--- config.mk ---
export PLATFORM = sky130hd
export DESIGN_NAME = uart_rx_deserializer_flat
export DESIGN_NICKNAME = d
export VERILOG_FILES = /design/src/rtl/uart_rx_deserializer_if.sv /design/src/rtl/uart_rx_deserializer.sv /design/src/flat_wrapper.sv
export SDC_FILE = /design/constraint.sdc
export NUM_CORES = 1
export LEC_CHECK = 0
export ABC_CLOCK_PERIOD_IN_PS = 2900
export CAP_MARGIN = 5
export CELL_PAD_IN_SITES_DETAIL_PLACEMENT = 1
export CELL_PAD_IN_SITES_GLOBAL_PLACEMENT = 2
export CORE_MARGIN = 10
export CORE_UTILIZATION = 34
export DETAILED_ROUTE_END_ITERATION = 10
export HOLD_SLACK_MARGIN = 0.12
export PLACE_DENSITY = 0.91
export SETUP_SLACK_MARGIN = 0.3
export SYNTH_ARGS = -nofsm -noshare
export SYNTH_HDL_FRONTEND = slang
export SYNTH_SLANG_ARGS = --single-unit
export TNS_END_PERCENT = 100
--- constraint.sdc ---
create_clock -name clk_i -period 2.9 [get_ports clk_i]
set_clock_uncertainty 0.1 [all_clocks]
set_input_delay 0.58 -clock clk_i [delete_from_list [all_inputs] [get_ports clk_i]]
set_output_delay 0.58 -clock clk_i [all_outputs]
set_load 0.02 [all_outputs]
--- src/rtl/uart_rx_deserializer_if.sv ---
// Received-frame bus from the UART RX deserializer to the register block.
interface uart_rx_deserializer_if #(
  parameter int MAX_FRAME_SIZE = 11
);
  logic [MAX_FRAME_SIZE-1:0] frame;
  logic                      parity_err;
  logic                      frame_err;
  logic                      output_valid;

  modport master (
    output frame,
    output parity_err,
    output frame_err,
    output output_valid
  );

  modport slave (
    input frame,
    input parity_err,
    input frame_err,
    input output_valid
  );
endinterface

--- src/rtl/uart_rx_deserializer.sv ---
// UART receive front end: line synchroniser, phase-accumulator bit timing and
// start/data/parity/stop deserialiser with parity and framing error reporting.
module uart_rx_deserializer #(
  parameter int MIN_FRAME_SIZE = 8,
  parameter int MAX_FRAME_SIZE = 11
) (
  input  logic                   clk_i,
  input  logic                   rst_ni,
  input  logic [15:0]            cr_acc_incr_i,
  input  logic                   cr_ds_i,
  input  logic                   cr_s_i,
  input  logic [1:0]             cr_p_i,
  input  logic                   uart_rx_i,
  uart_rx_deserializer_if.master rx_out
);

  if (MIN_FRAME_SIZE > MAX_FRAME_SIZE) begin : g_bad_frame_size
    $error("MIN_FRAME_SIZE exceeds MAX_FRAME_SIZE");
  end

  typedef enum logic [2:0] {
    IDLE   = 3'd0,
    START  = 3'd1,
    DATA   = 3'd2,
    PARITY = 3'd3,
    STOP   = 3'd4
  } state_t;

  state_t state_reg, state_next;

  logic                      sync1_reg;
  logic                      rx_s_reg;
  logic                      rx_q_reg;
  logic [15:0]               acc_reg;
  logic [15:0]               acc_sum;
  logic                      tick;
  logic [3:0]                cnt_reg;
  logic [MAX_FRAME_SIZE-1:0] shift_reg;
  logic                      perr_reg;
  logic                      ferr_reg;
  logic [MAX_FRAME_SIZE-1:0] frame_reg;
  logic                      parity_err_reg;
  logic                      frame_err_reg;
  logic                      valid_reg;

  logic                      fall;
  logic                      has_par;
  logic [3:0]                data_last;
  logic [3:0]                stop_last;
  logic [MAX_FRAME_SIZE-1:0] bit_mask;
  logic [MAX_FRAME_SIZE-1:0] frame_next;

  logic acc_load;
  logic frame_clear;
  logic bit_store;
  logic par_chk;
  logic stop_chk;
  logic frame_done;

  assign fall    = rx_q_reg & ~rx_s_reg;
  assign {tick, acc_sum} = {1'b0, acc_reg} + {1'b0, cr_acc_incr_i};
  assign has_par = cr_p_i[1];

  // Frame positions: data first, then optional parity, then one or two stop bits.
  assign data_last  = cr_ds_i ? 4'd6 : 4'd7;
  assign stop_last  = data_last + 4'd1 + {3'b000, has_par} + {3'b000, cr_s_i};
  assign bit_mask   = {{(MAX_FRAME_SIZE-1){1'b0}}, rx_s_reg} << cnt_reg;
  assign frame_next = shift_reg | bit_mask;

  always_ff @(posedge clk_i or negedge rst_ni) begin
    if (!rst_ni) begin
      sync1_reg <= 1'b1;
      rx_s_reg  <= 1'b1;
      rx_q_reg  <= 1'b1;
    end else begin
      sync1_reg <= uart_rx_i;
      rx_s_reg  <= sync1_reg;
      rx_q_reg  <= rx_s_reg;
    end
  end

  always_ff @(posedge clk_i or negedge rst_ni) begin
    if (!rst_ni) begin
      state_reg <= IDLE;
    end else begin
      state_reg <= state_next;
    end
  end

  always_comb begin
    state_next = state_reg;
    case (state_reg)
      IDLE:    if (fall) state_next = START;
      START:   if (tick) state_next = rx_s_reg ? IDLE : DATA;
      DATA:    if (tick && cnt_reg == data_last) state_next = has_par ? PARITY : STOP;
      PARITY:  if (tick) state_next = STOP;
      STOP:    if (tick && cnt_reg == stop_last) state_next = IDLE;
      default: state_next = IDLE;
    endcase
  end

  always_comb begin
    acc_load    = 1'b0;
    frame_clear = 1'b0;
    bit_store   = 1'b0;
    par_chk     = 1'b0;
    stop_chk    = 1'b0;
    frame_done  = 1'b0;
    case (state_reg)
      IDLE:   acc_load    = fall;
      START:  frame_clear = tick & ~rx_s_reg;
      DATA:   bit_store   = tick;
      PARITY: begin
        bit_store = tick;
        par_chk   = tick;
      end
      STOP: begin
        bit_store  = tick;
        stop_chk   = tick;
        frame_done = tick && (cnt_reg == stop_last);
      end
      default: ;
    endcase
  end

  // Preloading half a period puts the first tick in the middle of the start bit.
  always_ff @(posedge clk_i or negedge rst_ni) begin
    if (!rst_ni) begin
      acc_reg <= 16'h0000;
    end else if (acc_load) begin
      acc_reg <= 16'h8000;
    end else begin
      acc_reg <= acc_sum;
    end
  end

  always_ff @(posedge clk_i or negedge rst_ni) begin
    if (!rst_ni) begin
      cnt_reg   <= 4'd0;
      shift_reg <= '0;
      perr_reg  <= 1'b0;
      ferr_reg  <= 1'b0;
    end else if (frame_clear) begin
      cnt_reg   <= 4'd0;
      shift_reg <= '0;
      perr_reg  <= 1'b0;
      ferr_reg  <= 1'b0;
    end else begin
      if (bit_store) begin
        cnt_reg   <= cnt_reg + 4'd1;
        shift_reg <= frame_next;
      end
      // Only data bits are in the shift register when the parity bit is sampled.
      if (par_chk) begin
        perr_reg <= ((^shift_reg[7:0]) ^ rx_s_reg) != cr_p_i[0];
      end
      if (stop_chk && !rx_s_reg) begin
        ferr_reg <= 1'b1;
      end
    end
  end

  always_ff @(posedge clk_i or negedge rst_ni) begin
    if (!rst_ni) begin
      frame_reg      <= '0;
      parity_err_reg <= 1'b0;
      frame_err_reg  <= 1'b0;
      valid_reg      <= 1'b0;
    end else begin
      valid_reg <= frame_done;
      if (frame_done) begin
        frame_reg      <= frame_next;
        parity_err_reg <= perr_reg & has_par;
        frame_err_reg  <= ferr_reg | ~rx_s_reg;
      end
    end
  end

  assign rx_out.frame        = frame_reg;
  assign rx_out.parity_err   = parity_err_reg;
  assign rx_out.frame_err    = frame_err_reg;
  assign rx_out.output_valid = valid_reg;

endmodule

--- src/flat_wrapper.sv ---
// flat-port wrapper written by rule: the top's interface ports become plain ports
module uart_rx_deserializer_flat 
#(
  parameter int MIN_FRAME_SIZE = 8,
  parameter int MAX_FRAME_SIZE = 11
)
  (clk_i, rst_ni, cr_acc_incr_i, cr_ds_i, cr_s_i, cr_p_i, uart_rx_i, rx_out_frame, rx_out_parity_err, rx_out_frame_err, rx_out_output_valid);
  uart_rx_deserializer_if #(.MAX_FRAME_SIZE(MAX_FRAME_SIZE)) rx_out_i ();
  input  logic clk_i;
  input  logic rst_ni;
  input  logic [15:0] cr_acc_incr_i;
  input  logic cr_ds_i;
  input  logic cr_s_i;
  input  logic [1:0] cr_p_i;
  input  logic uart_rx_i;
  output wire logic [$bits(rx_out_i.frame)-1:0] rx_out_frame;
  output wire logic [$bits(rx_out_i.parity_err)-1:0] rx_out_parity_err;
  output wire logic [$bits(rx_out_i.frame_err)-1:0] rx_out_frame_err;
  output wire logic [$bits(rx_out_i.output_valid)-1:0] rx_out_output_valid;
  assign rx_out_frame = rx_out_i.frame;
  assign rx_out_parity_err = rx_out_i.parity_err;
  assign rx_out_frame_err = rx_out_i.frame_err;
  assign rx_out_output_valid = rx_out_i.output_valid;
  uart_rx_deserializer #(.MIN_FRAME_SIZE(MIN_FRAME_SIZE), .MAX_FRAME_SIZE(MAX_FRAME_SIZE)) u_core (.clk_i(clk_i), .rst_ni(rst_ni), .cr_acc_incr_i(cr_acc_incr_i), .cr_ds_i(cr_ds_i), .cr_s_i(cr_s_i), .cr_p_i(cr_p_i), .uart_rx_i(uart_rx_i), .rx_out(rx_out_i));
endmodule
## Word-level counts from Yosys, hierarchy flattened

Index checks and enable logic that the tools add are counted.

- Bits in registers: 53
- Latch bits: 0
- Bits in writable memories: 0
- ROM bits: 0
- Input port bits: 23
- Output and inout port bits: 14
- Logic and storage cells: 73
- Memories kept: 0

- $add $sub $neg: 5
- $mul: 0
- Div/mod/pow operators: 0
- $lt $le $gt $ge: 0
- Equal/unequal tests: 12
- Shift operators: 1
- Multiplexer cells: 24
- Bitwise logic cells: 7
- Reduce and logical (&&, ||, !) cells: 11

Operators by type and width:

| kind | count |
|---|---|
| 2-to-1 mux 11 bit | 2 |
| 2-to-1 mux 3 bit | 6 |
| adder 16 x 16 -> 17 bit | 1 |
| 2-to-1 mux 16 bit | 1 |
| one-hot mux 3 bit (5 select lines) | 1 |
| 2-to-1 mux 1 bit | 11 |
| bitwise OR 11 bit | 1 |
| << shifter 1 x 4 -> 11 bit | 1 |
| inequality test 2 x 1 -> 1 bit (second input constant) | 5 |
| adder 4 x 1 -> 4 bit | 2 |
| adder 4 x 1 -> 4 bit (second input constant) | 2 |
| equality test 4 bit | 2 |
| 2-to-1 mux 4 bit | 2 |
| parity 8 bit | 1 |
| equality test 3 x 2 -> 1 bit (second input constant) | 2 |
| nonzero test 2 bit | 3 |
| AND reduction 5 bit | 1 |
| bitwise AND 1 bit | 3 |
| equality test 3 x 1 -> 1 bit (second input constant) | 1 |
| equality test 3 bit (second input constant) | 1 |
| logical AND 1 bit | 3 |
| zero test 3 bit | 1 |
| OR reduction 3 bit | 1 |
| 2-to-1 mux 2 bit | 1 |
| other kinds (5) | 5 |

## Longest topological paths before layout

Gate-level depths: netlist (run 1).

- Depth after elaboration: 8
- Gate-level depth with buffers: 13

## Worst setup path before layout (run 1)

No wires, ideal clock.

- Path kind: in2reg
- Start: input cr_acc_incr_i[0]
- End: register u_core.state_reg[1]
- Setup time: 0.126 ns
- Data arrival time: 2.526 ns
- Required time: 2.674 ns
- Setup slack: 0.148 ns
- Stages on the path: 9
- Path buffers: 1
- Cells stage by stage: ha_1 fa_1 a21o_1 a221o_1 a211oi_2 and2_1 buf_6 nor3_4 a221o_1

- Longest elaborated chain between the ends: 4

RTL lines:

| element | RTL line | RTL |
|---|---|---|
| from (decl) | flat_wrapper.sv:11 | `input logic [15:0] cr_acc_incr_i;` |
| adder 16 x 16 -> 17 bit (*) | uart_rx_deserializer.sv:61 | `assign {tick, acc_sum} = {1'b0, acc_reg} + {1'b0, cr_acc_incr_i};` |
| logical AND 1 bit (on tied branches) | uart_rx_deserializer.sv:97, uart_rx_deserializer.sv:95 |  |
| inequality test 2 x 1 -> 1 bit (no source line) | n/a |  |
| AND reduction 5 bit (no source line) (*) | n/a |  |
| to (signal assigned) | uart_rx_deserializer.sv:86 | `state_reg <= state_next;` |
| to (decl) | uart_rx_deserializer.sv:29 | `state_t state_reg, state_next;` |

Every way passes the cells marked *; elsewhere a longest branch is shown, timed or not.
A chain may end at the register's enable or synchronous reset.

## Final worst setup path (run 1)

- Start: input cr_acc_incr_i[1]
- End: register u_core.state_reg[1]

Same word-level chain as after synthesis.

==> impl_metrics.tcl, run 1 <==
set metrics [dict create \
    grt_pass1_wl_mm 16.74 \
    async_flop_share_pct 100.0 \
    clock_path_buffers 2 \
    outcome "complete, no violations" \
    grt_overflow 0 \
    ys_seq_area_share_pct 43.51 \
    wl_mm 10.92 \
    clk_latency_ps 330 \
    placed_cells 501 \
    worstPathArrival_ps 2730 \
    vias 2952 \
    ant_nets 0 \
    critPathCaptureType "flip-flop" \
    power.leakage_uw 0.001926 \
    cts_hold_buf 0 \
    setup.worst_path.start_class "input port" \
    synth_nets 382 \
    synth_compound_area_share_pct 17.77 \
    timing.rr.start "u_core.acc_reg[0]" \
    crit_path_max_fanout 5 \
    antenna_found_initial 0 \
    hp-start "u_core.sync1_reg" \
    first_iter_violations 137 \
    final_nets 463 \
    core_area_sq_um 8721 \
    hpwl_mm 6.507 \
    path_cells "dlygate4sd2_1 -> fa_2 -> a21o_1 -> a221o_1 -> a211oi_2 -> buf_4 -> and2_4 -> nor3_4 -> a221o_1" \
    die_x_um 114.8 \
    clkSlewWorstSetupHoldPaths_ps 110 \
    hold_viol_final 0 \
    drv_cap 0 \
    wl_per_cell_um 20.67 \
    root_buffer "clkbuf_8" \
    worstPathRequired_ps 3010 \
    final_cell_mix "nor2_1 (57), dfrtp_1 (50), buf_4 (40)" \
    ctsHtreeMaxLevel 2 \
    slowest_stage "fa_2" \
    route.detailed.drc 0 \
    hold_path_end "u_core.rx_s_reg" \
    synth_top_family_by_area "simple AND/OR/NAND/NOR gates" \
    syn-cell-area_sq_um 3057 \
    fmax_ghz 0.3817 \
    drtPass1Iterations 4 \
    cp_common_cell "a221o_1" \
    port_buffers 36 \
    mostFrequentLayoutCell "nor2_1" \
    syn_inst 338 \
    cts_tree "done" \
    dieArea_sq_um 13180 \
    ys.flop_type "dfrtp_1" \
    place_area_sq_um 3741 \
    final_cell_area_sq_um 4536 \
    yosys.area_share.adder_pct 8.842 \
    worst_r2r_path_depth 9 \
    period_share_pct 90.35 \
    numCtsBuffers 5 \
    synth_cell_type_count 47 \
    path_class "input port to flip-flop" \
    setup_tns_ps 0 \
    tightest_slew_ps 732.2 \
    ys_warn_count 0 \
    synth.area.mux_share_pct 0 \
    die_h_um 114.8 \
    avgSynthCellArea_sq_um 9.043 \
    diodes 0 \
    track_usage_pct 15.57 \
    fin_crit_ps 2620 \
    relSlewSlack_pct 51.19 \
    fin_cells 528 \
    hold_depth 0 \
    synth.ff_latch_count 53 \
    synth_edf_count 0 \
    hold_path.class "flip-flop to flip-flop" \
    rsz0062_at_grt "true" \
    finalSetupViolations 0 \
    viasPerCell 5.591 \
    ir_worst_vdd_mv 0.3666 \
    finalPower_uw 4697 \
    slowest_delay_ps 400 \
    reg2reg_setup_slack_ps 280 \
    drv_slew 0 \
    grt_pass1_vias 3268 \
    rows 34 \
    drive_gt1_share_pct 31.43 \
    synth_xor_area_share_pct 6.017 \
    cts.sink_count 53 \
    io_pins 37 \
    yosys.area_share.simple_pct 19.69 \
    p_per_area_nw_per_um2 1036 \
    largest_reg_flops 16 \
    area_growth_pct 48.38 \
    gp_congestion 0.8459 \
    r2r_end "u_core.state_reg[1]" \
    grt_max_degree 54 \
    initial_core_util_pct 35.05 \
]
-- kinds of logic (layout without fill, tap and decap cells) --
kind of cell               Yosys count  count (layout)
AOI/OAI and AO/OA                   88              88
and+or+nand+nor                    128             128
DFF                                 53              53
xor gates and xnor gates            21              21
buffers and inverters               27             109
adders and majority gates           21              21
-- critical path, delay by kind of cell --
family | cells | cell delay (ps)
buf+inv | 2 | 450
fa+ha+maj | 1 | 400
simple gates | 2 | 220
compound gates | 4 | 1070
-- report_power, final --
| part | internal (uW) | switching (uW) | leakage (uW) |
|---|---|---|---|
| registers | 1010 | 319 | 0.000662 |
| logic | 1390 | 1500 | 0.00121 |
| clock network | 199 | 285 | 0.0000518 |
| total | 2600 | 2100 | 0.00193 |
-- how the worst max path moves through the flow --
stage,from,endpoint,slack (ps),cells after the start
3_3_place_gp,cr_acc_incr_i[0],u_core.acc_reg[10],-180,11
5_1_grt,u_core.acc_reg[0],u_core.rx_out.frame[4],200,11
4_1_cts,u_core.acc_reg[0],u_core.rx_out.frame[8],240,11
3_5_place_dp,cr_acc_incr_i[0],u_core.shift_reg[7],-270,10
6_report,cr_acc_incr_i[1],u_core.state_reg[1],280,9
2_1_floorplan,cr_acc_incr_i[0],u_core.state_reg[1],230,9
-- final cells by class --
type,instances,area [sq um]
inverter,11,41.29
tap,108,135.1
multi-input combinational,258,2017
sequential,53,1330
timing repair buffer,90,912.1
clock buffer,6,82.58
clock inverter,2,17.52
fill,959,4185
-- stage by stage --
step / hold slack, ps / setup WS (ps) / util, %
CTS: 264.4 / 239.1 / 47.83
global placement: 246.9 / -179.9 / 42.90
detailed placement: 249.0 / -270.3 / 42.90
finish: 265.0 / 279.8 / 52.01
global route: 270.7 / 201.3 / 52.01
floorplan: 184.4 / 232.2 / -
-- cells in the mapped netlist (6+ instances only) --
cell type | n | area share (%)
ha_1 | 20 | 8.2
dfrtp_1 | 50 | 41
a21o_1 | 6 | 1.5
nand2_1 | 18 | 2.2
nor2_1 | 62 | 7.6
xnor2_1 | 15 | 4.3
a21oi_1 | 34 | 5.6
inv_1 | 11 | 1.4
nand4_1 | 7 | 1.4
o21ai_0 | 15 | 2.5
xor2_1 | 6 | 1.7
nor3_1 | 9 | 1.5
a31oi_1 | 14 | 2.9
nand3_1 | 10 | 1.6
clkbuf_1 | 10 | 1.2
-- per-layer routing --
layer | global-route usage, % | wire length [um]
met1 | 17.18 | 4483
met2 | 28.88 | 5763
met3 | 3.385 | 397
met4 | 5.033 | 271
met5 | 0 | 0
-- what timing repair did --
action                     in CTS  in global routing
gates resized for setup        49                 50
pin swaps                      14                 18
setup endpoints to repair      37                 36
setup buffers                  10                  3
cloned                          4                  2
No activity file was read; power rests on OpenSTA's default activity.
==> inputs of run 2 (changes only) <==
CTS_CLUSTER_SIZE = 28   (was default)
==> results of run 2 <==
The final DEF is identical to that of run 1; final timing and power are the same.
